--- config.mk ---
export PLATFORM = sky130hd
export DESIGN_NAME = reset_sequencer
export DESIGN_NICKNAME = d
export VERILOG_FILES = /design/src/rtl/reset_sequencer.sv
export SDC_FILE = /design/constraint.sdc
export NUM_CORES = 1
export LEC_CHECK = 0
export ABC_AREA = 1
export CAP_MARGIN = 10
export CORE_AREA = 3 3 40 42
export DETAILED_ROUTE_END_ITERATION = 8
export DIE_AREA = 0 0 43 45
export DONT_BUFFER_PORTS = 1
export MAX_ROUTING_LAYER = met4
export PLACE_DENSITY = 0.72
export SLEW_MARGIN = 5
export SYNTH_ARGS = -nofsm -noshare
export SYNTH_HDL_FRONTEND = slang
export SYNTH_SLANG_ARGS = --single-unit
--- constraint.sdc ---
create_clock -name clk -period 1.99 [get_ports clk]
set_clock_uncertainty 0.2 [all_clocks]
set_input_delay 0.2985 -clock clk [delete_from_list [all_inputs] [get_ports clk]]
set_output_delay 0.2985 -clock clk [all_outputs]
set_load 0.02 [all_outputs]
--- src/rtl/reset_sequencer.sv ---
// Reset sequencer: holds all domain resets after any reset source, then releases them stage 0 first.
// Optional RST_SEQ_ACK_EN adds ack_i so each release waits for the previous stage to acknowledge.
module reset_sequencer #(
    parameter int NUM_STAGES  = 3,
    parameter int HOLD_CYCLES = 8,
    parameter int GAP_CYCLES  = 4,
    parameter int SYNC_STAGES = 2
) (
    input  logic                  clk,
    input  logic                  reset,
    input  logic                  ext_rst_i,
    input  logic                  soft_req_i,
`ifdef RST_SEQ_ACK_EN
    input  logic [NUM_STAGES-1:0] ack_i,
`endif
    output logic [NUM_STAGES-1:0] rst_o,
    output logic                  done_o
);

    localparam int MAX_CNT = (HOLD_CYCLES > GAP_CYCLES) ? HOLD_CYCLES : GAP_CYCLES;
    localparam int CW      = $clog2(MAX_CNT + 1);
    localparam int IW      = $clog2(NUM_STAGES + 1);

    localparam logic [CW-1:0] HOLD_LOAD = CW'(HOLD_CYCLES - 1);
    localparam logic [CW-1:0] GAP_LOAD  = CW'(GAP_CYCLES - 1);
    localparam logic [IW-1:0] LAST_IDX  = IW'(NUM_STAGES - 1);

    typedef enum logic [1:0] {
        ASSERT,
        RELEASE,
        RUN
    } state_t;

    state_t                   state_q, state_d;
    logic [CW-1:0]            count_q, count_d;
    logic [IW-1:0]            stageIdx_q, stageIdx_d;
    logic [NUM_STAGES-1:0]    rst_q, rst_d;
    logic                     done_q, done_d;
    logic [SYNC_STAGES-1:0]   extSync_q;
    logic                     extSync;
    logic                     releaseOk;

    assign extSync = extSync_q[SYNC_STAGES-1];

    // The highest released stage sits just below the lowest asserted bit of rst_q.
`ifdef RST_SEQ_ACK_EN
    assign releaseOk = |(ack_i & ~rst_q & (rst_q >> 1));
`else
    assign releaseOk = 1'b1;
`endif

    always_ff @(posedge clk) begin
        if (!reset) begin
            state_q    <= ASSERT;
            count_q    <= HOLD_LOAD;
            stageIdx_q <= '0;
            rst_q      <= '1;
            done_q     <= 1'b0;
            extSync_q  <= '0;
        end else begin
            state_q    <= state_d;
            count_q    <= count_d;
            stageIdx_q <= stageIdx_d;
            rst_q      <= rst_d;
            done_q     <= done_d;
            extSync_q  <= {extSync_q[SYNC_STAGES-2:0], ext_rst_i};
        end
    end

    always_comb begin
        state_d    = state_q;
        count_d    = count_q;
        stageIdx_d = stageIdx_q;
        rst_d      = rst_q;
        done_d     = done_q;

        if (extSync || soft_req_i) begin
            state_d    = ASSERT;
            count_d    = HOLD_LOAD;
            stageIdx_d = '0;
            rst_d      = '1;
            done_d     = 1'b0;
        end else begin
            unique case (state_q)
                ASSERT: begin
                    if (count_q != '0) begin
                        count_d = count_q - CW'(1);
                    end else begin
                        rst_d = rst_q << 1;
                        if (NUM_STAGES == 1) begin
                            state_d = RUN;
                            done_d  = 1'b1;
                        end else begin
                            state_d    = RELEASE;
                            stageIdx_d = IW'(1);
                            count_d    = GAP_LOAD;
                        end
                    end
                end
                RELEASE: begin
                    // With acks enabled the counter parks at zero until the previous stage answers.
                    if (count_q != '0) begin
                        count_d = count_q - CW'(1);
                    end else if (releaseOk) begin
                        rst_d      = rst_q << 1;
                        stageIdx_d = stageIdx_q + IW'(1);
                        count_d    = GAP_LOAD;
                        if (stageIdx_q == LAST_IDX) begin
                            state_d = RUN;
                            done_d  = 1'b1;
                        end
                    end
                end
                RUN: begin
                    rst_d  = '0;
                    done_d = 1'b1;
                end
                default: begin
                    state_d    = ASSERT;
                    count_d    = HOLD_LOAD;
                    stageIdx_d = '0;
                    rst_d      = '1;
                    done_d     = 1'b0;
                end
            endcase
        end
    end

    assign rst_o  = rst_q;
    assign done_o = done_q;

endmodule

== Yosys cells after proc, flatten, opt, wreduce, memory -nomap -nowiden ==
Index checks and enable logic that the tools add are counted.

* Flip-flop bits (word level): 14
* Bits of input ports: 4
* Logic and storage cells: 39
* Output and inout port bits: 4

* Eq/ne operators: 7
* Reduce and logical (&&, ||, !) cells: 8
* Muxes and demuxes: 13
* Add/subtract/negate cells: 2
* Bitwise logic cells: 3

{| class="wikitable"
|+ Operators by type and width
! cell !! number
|-
| $pmux 2 s3 || 2
|-
| $mux 2 || 4
|-
| $ne 2x2->1 const B || 4
|-
| $pmux 4 s2 || 1
|-
| $pmux 3 s2 || 1
|-
| $reduce_and 3->1 || 2
|-
| $eq 2x2->1 const B || 2
|-
| $mux 4 || 1
|-
| $reduce_and 4->1 || 1
|-
| $reduce_bool 4->1 || 1
|-
| $reduce_or 2->1 || 2
|-
| $sub 4x1->4 const B || 1
|-
| $mux 3 || 1
|-
| $not 1->1 || 3
|-
| $pmux 1 s3 || 1
|-
| $add 2x1->2 const B || 1
|-
| $eq 2x1->1 const B || 1
|-
| $logic_not 2->1 || 1
|-
| $mux 1 || 2
|-
| $logic_or 1x1->1 || 1
|}

== Longest topological paths before layout ==
Gate-level depths: netlist (run 1).

* Word-level depth: 4
* Mapped depth: 9
* Depth with buffers taken out: 9

== Worst setup path after synthesis (run 1) ==
Ideal clock, no wire load.

* Path kind: reg2reg
* From: register state_q[1]
* To: register state_q[1]
* Slack: 565 ps
* Path buffers: 0
* Required time: 1677 ps
* Clock period less this slack: 1425 ps
* Cell stages (with the launch flop): 7
* Arrival time: 1113 ps
* Library setup time: 113 ps
* Cells stage by stage: dfxtp_1 -> inv_1 -> ha_1 -> a21oi_1 -> nand2_4 -> nor2_1 -> nor2_1

* Word-level cells in the longest chain between the ends: 3
* Elaborated cells between the ends (all ways): 9
* Classes of those cells: eq/ne: 5; mux: 1; bitwise: 1; reduce/logical: 2

{| class="wikitable"
|+ RTL lines
! what !! line !! RTL
|-
| from (decl) || 34 || <nowiki>state_t state_q, state_d;</nowiki>
|-
| from (signal assigned) || 61 || <nowiki>state_q <= state_d;</nowiki>
|-
| $eq 2x1->1, or another cell as far along || 84 || <nowiki>unique case (state_q)</nowiki>
|-
| $ne 2x2->1 (no line) or $not 1->1 (tied branches) || - ||
|-
| $reduce_and 4->1 (no line) || - ||
|}

Several ways; a longest one is shown, not always the timed one.
A chain may end at the register's enable or synchronous reset.

== Worst setup path after layout (run 1) ==
* From: input soft_req_i
* To: register count_q[0]

* Word-level cells in the longest chain between the ends: 2

{| class="wikitable"
|+ RTL lines
! what !! line !! RTL
|-
| from (decl) || 12 || <nowiki>input logic soft_req_i,</nowiki>
|-
| $logic_or 1x1->1 || 77 || <nowiki>if (extSync || soft_req_i) begin</nowiki>
|-
| $reduce_or 2->1 (no line) || - ||
|-
| to (signal assigned) || 62 || <nowiki>count_q <= count_d;</nowiki>
|-
| to (decl) || 35 || <nowiki>logic [CW-1:0] count_q, count_d;</nowiki>
|}

Every way passes these cells.

==> flow_metrics.tcl, run 1 <==
set metrics [dict create \
    cts.sinks 14 \
    critPathRequiredTime_ps 1970 \
    io_pins 8 \
    antenna_found_initial 0 \
    cts_resized 0 \
    finalHoldViolCount 0 \
    worstPathCellList "dlygate4sd3_1 -> nor3b_2 -> o21ai_0 -> nor2_1 -> o21ai_1" \
    critPathKind "input pin to register" \
    ys_types 17 \
    cts_buffers 3 \
    layout-drive-gt1-share_pct 11.2 \
    slew_violations 0 \
    min_path_type "input pin to register" \
    num_antenna_cells 0 \
    viasPerCell 4.95 \
    cp_data_arrival_time_ps 1650 \
    cp_slowest_cell "dlygate4sd3_1" \
    r2r_cells 8 \
    first_global_vias 592 \
    nets 118 \
    clock-root-buffer "clkbuf_4" \
    crit_fanout 7 \
    drt_wl_total_mm 1.34 \
    max-slew-margin-rel_pct 67.3 \
    yosys_register_bits 14 \
    io_buffers 0 \
    grt_setup_unrepaired "no" \
    dpl-instance-area_um2 757 \
    dr.pass1.iters 4 \
    ant_nets 0 \
    overflow 0 \
    yosys.area.top_type "dfxtp_1" \
    p_leak_uw 0.000408 \
    max_slew.worst_pin.slew_ps 489 \
    fin_setup_tns_ps 0 \
    critPathLaunchType "input pin" \
    die_area_um2 1940 \
    core_area_um2 1280 \
    yosysWarnings 0 \
    final_area_um2 823 \
    synth_area_per_cell_um2 7.42 \
    grt_max_degree 10 \
    timing.final.crit_share_pct 83.8 \
    syn-cell-area_um2 742 \
    clockBufferDepth 2 \
    grt_pass1_wl_mm 2.48 \
    drt_iter0_markers 8 \
    period_needed_ps 1670 \
    dieHeight_um 45 \
    synth_cells 100 \
    setup_ws_ps 323 \
    syn_nets 110 \
    whs_path_depth 2 \
    vias 604 \
    ir_worst_vdd_mv 0.391 \
    grtUsageTotal_pct 17.5 \
    status "completed" \
    die_w_um 43 \
    fp-row-count 13 \
    tritoncts "built" \
    synth.area.top_cells "dfxtp_1 38%, nand2_1 12%, ha_1 10%, inv_1 7.1%, nor2_1 6.1%" \
    pwr_density_cell_nw_per_um2 627 \
    synth-seq-area-share_pct 37.8 \
    layout_common_cells "24 x nand2_1, 14 x inv_1, 14 x dfxtp_1" \
    yosysTopAreaCellShare_pct 37.8 \
    place_worst_setup_slack_ps 373 \
    endpoint_kind "register" \
    area_growth_syn_to_layout_pct 11.0 \
    setup_viol 0 \
    ctsHtreeMaxLevel 1 \
    final_common_cell "nand2_1" \
    clk_latency_ps 280 \
    dp_hpwl_um 981 \
    wl_per_cell_um 11.0 \
    drc_errors 0 \
    clk_pin_slew_worst_paths_ps 90 \
    initial_utilization_pct 57.7 \
    cap_viol_max_count 0 \
    place.gp.congestion 0.849 \
    critPathMaxStageDelay_ps 550 \
    fmax_mhz 600 \
]
[registers in the layout (all words and copies together), names as in the netlist]
register and flops:
rst_o 3, extSync_q 2, state_q 2, done_o 1, stageIdx_q 2, count_q 4
[critical path, delay by kind of cell]
family | cells | cell delay, ps
and+or+nand+nor | 2 | 560
buffers and inverters | 1 | 550
AOI/OAI and AO/OA | 2 | 230
[repair_timing]
action | 4_1_cts | 5_1_grt
setup endpoints to repair | 0 | 0
endpoints found under the hold margin | 3 | 0
hold buffers | 3 | 0
setup buffers | 0 | 0
[cells in the mapped netlist]
library cell   n
inv_2          1
nor2_4         1
nand2_1       24
nand3b_1       2
nand2_4        3
nor2_1        12
inv_1         14
a21oi_1        6
ha_1           6
o21ai_0        4
nor3b_2        1
o21ai_1        1
nand3_1        7
nand2_2        1
buf_6          1
o211ai_1       2
dfxtp_1       14
[cells by family (layout without fill, tap and decap cells)]
logic type      count (synthesis)  in the layout  share of synthesized area [%]
compound gates                 13             13                           9.44
simple gates                   51             51                           33.6
flops                          14             14                           37.8
fa+ha+maj                       6              6                           10.1
buf+inv                        16             23                           9.11
[per-layer routing]
layer  routed length (µm)  track usage, %  up-vias
met2                  583            27.2       10
met5                    0               -        -
met1                  673            21.8      263
met3                   49            3.19        5
met4                   30            9.04        0
li1                     -               -      326
[report_power, final]
group          leakage, µW  internal (µW)  switching [µW]
Clock            0.0000210            111            99.4
Sequential        0.000114            284            1.65
Combinational     0.000274           10.1            10.3
Total             0.000408            405             111
[layout make-up]
class | count | area [µm²]
Timing Repair Buffer | 4 | 37.5
Sequential cell | 14 | 280
Fill cell | 114 | 462
Clock buffer | 4 | 36.3
Multi-Input combinational cell | 70 | 394
Inverter | 15 | 56.3
Tap cell | 15 | 18.8
[metrics by stage]
stage               hold WS, ps  std cells  util [%]  power (µW)
floorplan                   190        100         -         305
global placement            194        115      58.9         307
detailed placement          199        115      58.9         307
CTS                         118        122      64.1         519
global route                131        122      64.1         531
finish                      115        122      64.1         517
[final timing paths]
check,startpoint,end,slack [ps]
setup reg to reg,state_q[1]$_SDFFE_PP0P_,rst_o[0]$_SDFFE_PP1P_,340
hold / removal,reset,count_q[2]$_SDFFE_PP1P_,110
hold reg to reg,extSync_q[0]$_SDFF_PN0_,extSync_q[1]$_SDFF_PN0_,230
setup / recovery,soft_req_i,count_q[0]$_SDFFE_PP1P_,320
(Power assumes the default switching activity.)
==> inputs of run 2 (changes only) <==
Settings changed: CORE_AREA 3 3 40 42 to default, CORE_MARGIN from default to 3, CORE_UTILIZATION from default to 53, DIE_AREA 0 0 43 45 to default.
Clock period 1.99 ns to 1.4 ns, I/O delays scaled along.
==> flow_metrics.tcl, run 2 (same netlist as run 1, synthesis figures left out) <==
set metrics [dict create \
    status "complete, but fails checks" \
    violations "negative setup slack" \
    drt_wl_total_mm 1.97 \
    cap_viol_max_count 0 \
    swShare_pct 21.9 \
    io_buffers 0 \
    critPathLaunchType "register" \
    setup_ws_ps -38.0 \
    clk_latency_ps 280 \
    fillers 57 \
    largest_register_ffs 4 \
    total_power_uw 742 \
    final_common_cell "nand2_1" \
    period_needed_ps 1440 \
    layout-drive-gt1-share_pct 35.8 \
    max-slew-margin-rel_pct 80.0 \
    cp_slowest_cell "dfxtp_4" \
    endpoint "done_o$_SDFFE_PP0P_" \
    p_int_uw 579 \
    cts_buffers 3 \
    grtUsageTotal_pct 19.2 \
    area_growth_syn_to_layout_pct 39.0 \
    ant_nets 0 \
    layout_common_cells "21 x nand2_1, 12 x buf_4, 11 x dfxtp_1" \
    slew_violations 0 \
    ir_worst_vdd_mv 0.621 \
    critPathMaxStageDelay_ps 400 \
    die_area_um2 1880 \
    endpoint_kind "register" \
    critPathKind "register to register" \
    clock-root-buffer "clkbuf_4" \
    r2r_cells 7 \
    nets 131 \
    cp_data_arrival_time_ps 1430 \
    ctsHtreeMaxLevel 1 \
    clk_pin_slew_worst_paths_ps 90 \
    top_register "count_q" \
    regToRegSetupSlack_ps -40 \
    dr.pass1.iters 5 \
    instances_no_fill 134 \
    tritoncts "built" \
    viasPerCell 5.59 \
    grt_pass1_wl_mm 2.68 \
    grt_max_degree 10 \
    pwr-share-seq_pct 54.6 \
    wl_per_cell_um 14.7 \
    crit_fanout 4 \
    die_w_um 43.4 \
    grt_setup_unrepaired "yes" \
    place.gp.congestion 0.856 \
    clockBufferDepth 2 \
    p_sw_uw 163 \
    min_path_type "input pin to register" \
    worstPathCellList "inv_6 -> ha_4 -> buf_4 -> a21oi_2 -> nand3b_1 -> nand2_1 -> nor2_1" \
    cts.sinks 14 \
    antenna_found_initial 0 \
    crit_start "state_q[1]$_SDFFE_PP0P_" \
    dp_hpwl_mm 1.09 \
    regToRegStartpoint "state_q[1]$_SDFFE_PP0P_" \
    num_antenna_cells 0 \
    power.share.clock_pct 40.3 \
    drc_errors 0 \
    initial_utilization_pct 61.8 \
    fp-row-count 12 \
    max_slew.worst_pin.slew_ps 300 \
    finalHoldViolCount 0 \
    power_frac_comb_pct 5.1 \
    critPathRequiredTime_ps 1390 \
    pwr_density_cell_nw_per_um2 720 \
    crit_buf_inv 2 \
    timing.final.crit_share_pct 103 \
    setup_viol 3 \
    fmax_mhz 695 \
    overflow 0 \
    drt_iter0_markers 35 \
    dieHeight_um 43.4 \
    core_area_um2 1200 \
    fin_setup_tns_ps -53.1 \
    io_pins 8 \
    critPathTopFamily "flip-flops" \
    first_global_vias 650 \
    p_leak_uw 0.000492 \
    dp_cells 124 \
    vias 749 \
    path_depth 7 \
    worstReg2RegEnd "done_o$_SDFFE_PP0P_" \
]
## run 2: how the worst min path moves through the flow
stage | start | end | cells after the start
after floorplan | reset | extSync_q[0]$_SDFF_PN0_ | 2
after global placement | reset | extSync_q[1]$_SDFF_PN0_ | 2
after detailed placement | reset | extSync_q[0]$_SDFF_PN0_ | 2
after CTS | reset | count_q[0]$_SDFFE_PP1P_ | 4
after global routing | reset | count_q[0]$_SDFFE_PP1P_ | 4
final | reset | count_q[0]$_SDFFE_PP1P_ | 4
## run 2: per-layer routing
| metal | wire length (µm) | GRT usage [%] | vias up |
|---|---|---|---|
| li1 | - | - | 356 |
| met1 | 846 | 23.5 | 352 |
| met2 | 965 | 31.9 | 31 |
| met3 | 112 | 3.73 | 10 |
| met4 | 48 | 5.42 | 0 |
| met5 | 0 | - | - |
## run 2: worst min-delay path, delay by kind of cell
family,cells,cell delay (ps)
compound gates,2,160
simple gates,2,200
## run 2: repair_timing
action	in CTS	in global routing
cloned	0	1
setup endpoints to repair	9	10
buffers inserted	0	2
hold buffers	3	0
hold endpoints to repair	5	0
gates resized for setup	7	21
pin swaps	0	8
## run 2: layout make-up
cell class,count,area (µm²),area share [%]
repair buffers,16,131,12.7
multi-input cells,71,493,47.8
inverters,15,66.3,6.43
well taps,14,17.5,1.70
clock buffers,4,36.3,3.52
flip-flops and latches,14,287,27.8
## run 2: stage by stage
step	cell area, µm²	setup WS, ps	hold WS (ps)	util [%]
6_report	1030	-38.0	114	85.8
5_1_grt	1030	-123	110	85.8
4_1_cts	932	4.80	77.3	77.6
3_5_place_dp	837	-72.2	110	69.7
3_3_place_gp	837	-45.5	104	69.7
2_1_floorplan	748	5.85	103	-
## run 2: power groups by stage
stage	registers, µW	clock network, µW	logic (µW)
finish	405	299	37.7
global route	406	321	41.5
CTS	406	301	32.3
detailed placement	415	0	24.5
global placement	415	0	24.1
floorplan	414	0	19.6
==> inputs of run 3 (changes only) <==
Settings changed: CORE_MARGIN 3 to 2.
==> flow_metrics.tcl, run 3 (same netlist as run 1, synthesis figures left out) <==
set metrics [dict create \
    status "complete, but fails checks" \
    violations "negative setup slack" \
    crit_fanout 4 \
    viasPerCell 5.27 \
    drt_wl_total_mm 2.01 \
    layout-drive-gt1-share_pct 32.2 \
    antenna_found_initial 0 \
    setup_ws_ps -27.1 \
    core_area_um2 1300 \
    clk_pin_slew_worst_paths_ps 90 \
    die_area_um2 1720 \
    place.gp.congestion 0.925 \
    dp_hpwl_mm 1.05 \
    slew_violations 0 \
    ctsHtreeMaxLevel 1 \
    grtUsageTotal_pct 20.8 \
    pwr_density_cell_nw_per_um2 736 \
    max_slew.worst_pin.slew_ps 276 \
    endpoint_kind "register" \
    clockBufferDepth 2 \
    num_antenna_cells 0 \
    io_pins 8 \
    nets 129 \
    final_common_cell "nand2_1" \
    critPathLaunchType "register" \
    clk_latency_ps 300 \
    cts.sinks 14 \
    dieHeight_um 41.4 \
    dpl-instance-area_um2 838 \
    tritoncts "built" \
    grt_max_degree 10 \
    min_path_type "input pin to register" \
    drt_iter0_markers 20 \
    instances_no_fill 133 \
    largest_register_ffs 4 \
    fp-row-count 13 \
    cts_buffers 3 \
    setup_viol 5 \
    critPathRequiredTime_ps 1380 \
    finalHoldViolCount 0 \
    first_global_vias 599 \
    max-slew-margin-rel_pct 81.6 \
    initial_utilization_pct 57.0 \
    period_needed_ps 1430 \
    die_w_um 41.4 \
    drc_errors 0 \
    overflow 0 \
    area_growth_syn_to_layout_pct 36.4 \
    ant_nets 0 \
    clock-root-buffer "clkbuf_4" \
    dr.pass1.iters 4 \
    total_power_uw 745 \
    cap_viol_max_count 0 \
    ir_worst_vdd_mv 0.663 \
    vias 701 \
    fmax_mhz 701 \
    timing.final.crit_share_pct 102 \
    io_buffers 0 \
    layout_common_cells "21 x nand2_1, 11 x inv_1, 11 x nor2_1, 11 x dfxtp_1, 9 x buf_4" \
    dp_cells 125 \
    p_leak_uw 0.000481 \
    wl_per_cell_um 15.1 \
    cp_data_arrival_time_ps 1410 \
    top_register "count_q" \
    grt_setup_unrepaired "yes" \
    final_area_um2 1010 \
    critPathKind "register to register" \
    grt_pass1_wl_mm 2.65 \
]
run 3: final timing paths:
| path | from | endpoint | slack [ps] | cells after the start |
|---|---|---|---|---|
| max | state_q[0]$_SDFFE_PP0P_ | count_q[2]$_SDFFE_PP1P_ | -30 | 8 |
| min | reset | count_q[0]$_SDFFE_PP1P_ | 100 | 4 |
| max reg2reg | state_q[0]$_SDFFE_PP0P_ | count_q[2]$_SDFFE_PP1P_ | -30 | 8 |
| min reg2reg | extSync_q[0]$_SDFF_PN0_ | extSync_q[1]$_SDFF_PN0_ | 220 | 2 |
run 3: layout make-up:
cell class                 count  area, µm²
inverter                      15       63.8
clock buffer                   4       36.3
fill                          78        289
timing repair buffer          14        123
multi-input combinational     71        484
tap                           15       18.8
sequential                    14        287
run 3: stage by stage:
| stage | setup slack, ps | TNS (ps) | hold slack [ps] | utilization, % |
|---|---|---|---|---|
| 2_1_floorplan | 5.85 | 0 | 103 | - |
| 3_3_place_gp | -53.1 | -121 | 106 | 64.4 |
| 3_5_place_dp | -45.0 | -154 | 115 | 64.4 |
| 4_1_cts | 21.5 | 0 | 88.5 | 71.5 |
| 5_1_grt | -68.3 | -430 | 123 | 77.8 |
| 6_report | -27.1 | -72.2 | 102 | 77.8 |
run 3: metal layers:
layer | up-vias | GRT usage [%] | part of all wire (%)
li1 | 351 | - | -
met4 | 0 | 12.3 | 2.5
met1 | 319 | 25.8 | 43
met3 | 9 | 5.65 | 4.2
met2 | 22 | 30.0 | 50
met5 | - | - | 0
run 3: where the power goes:
part           internal [µW]  switching, µW  leakage (µW)  total, µW
registers                402           3.02      0.000115        405
clock network            159            143     0.0000210        302
logic                   19.1           19.5      0.000346       38.6
total                    579            166      0.000481        745
run 3: repair_timing:
item,4_1_cts,5_1_grt
pin swaps,1,8
hold endpoints to repair,4,0
hold buffers,3,0
resized for setup,6,20
endpoints found under the setup margin,9,10
buffers inserted,0,0
gates cloned,0,1
run 3: worst max-delay path: stages (launching register included):
cell     delay (ps)
dfxtp_2         380
buf_6           110
ha_4            170
inv_4            60
nand2_8          80
buf_6           100
nand2_1          60
nand2_1          70
nand3_1          60
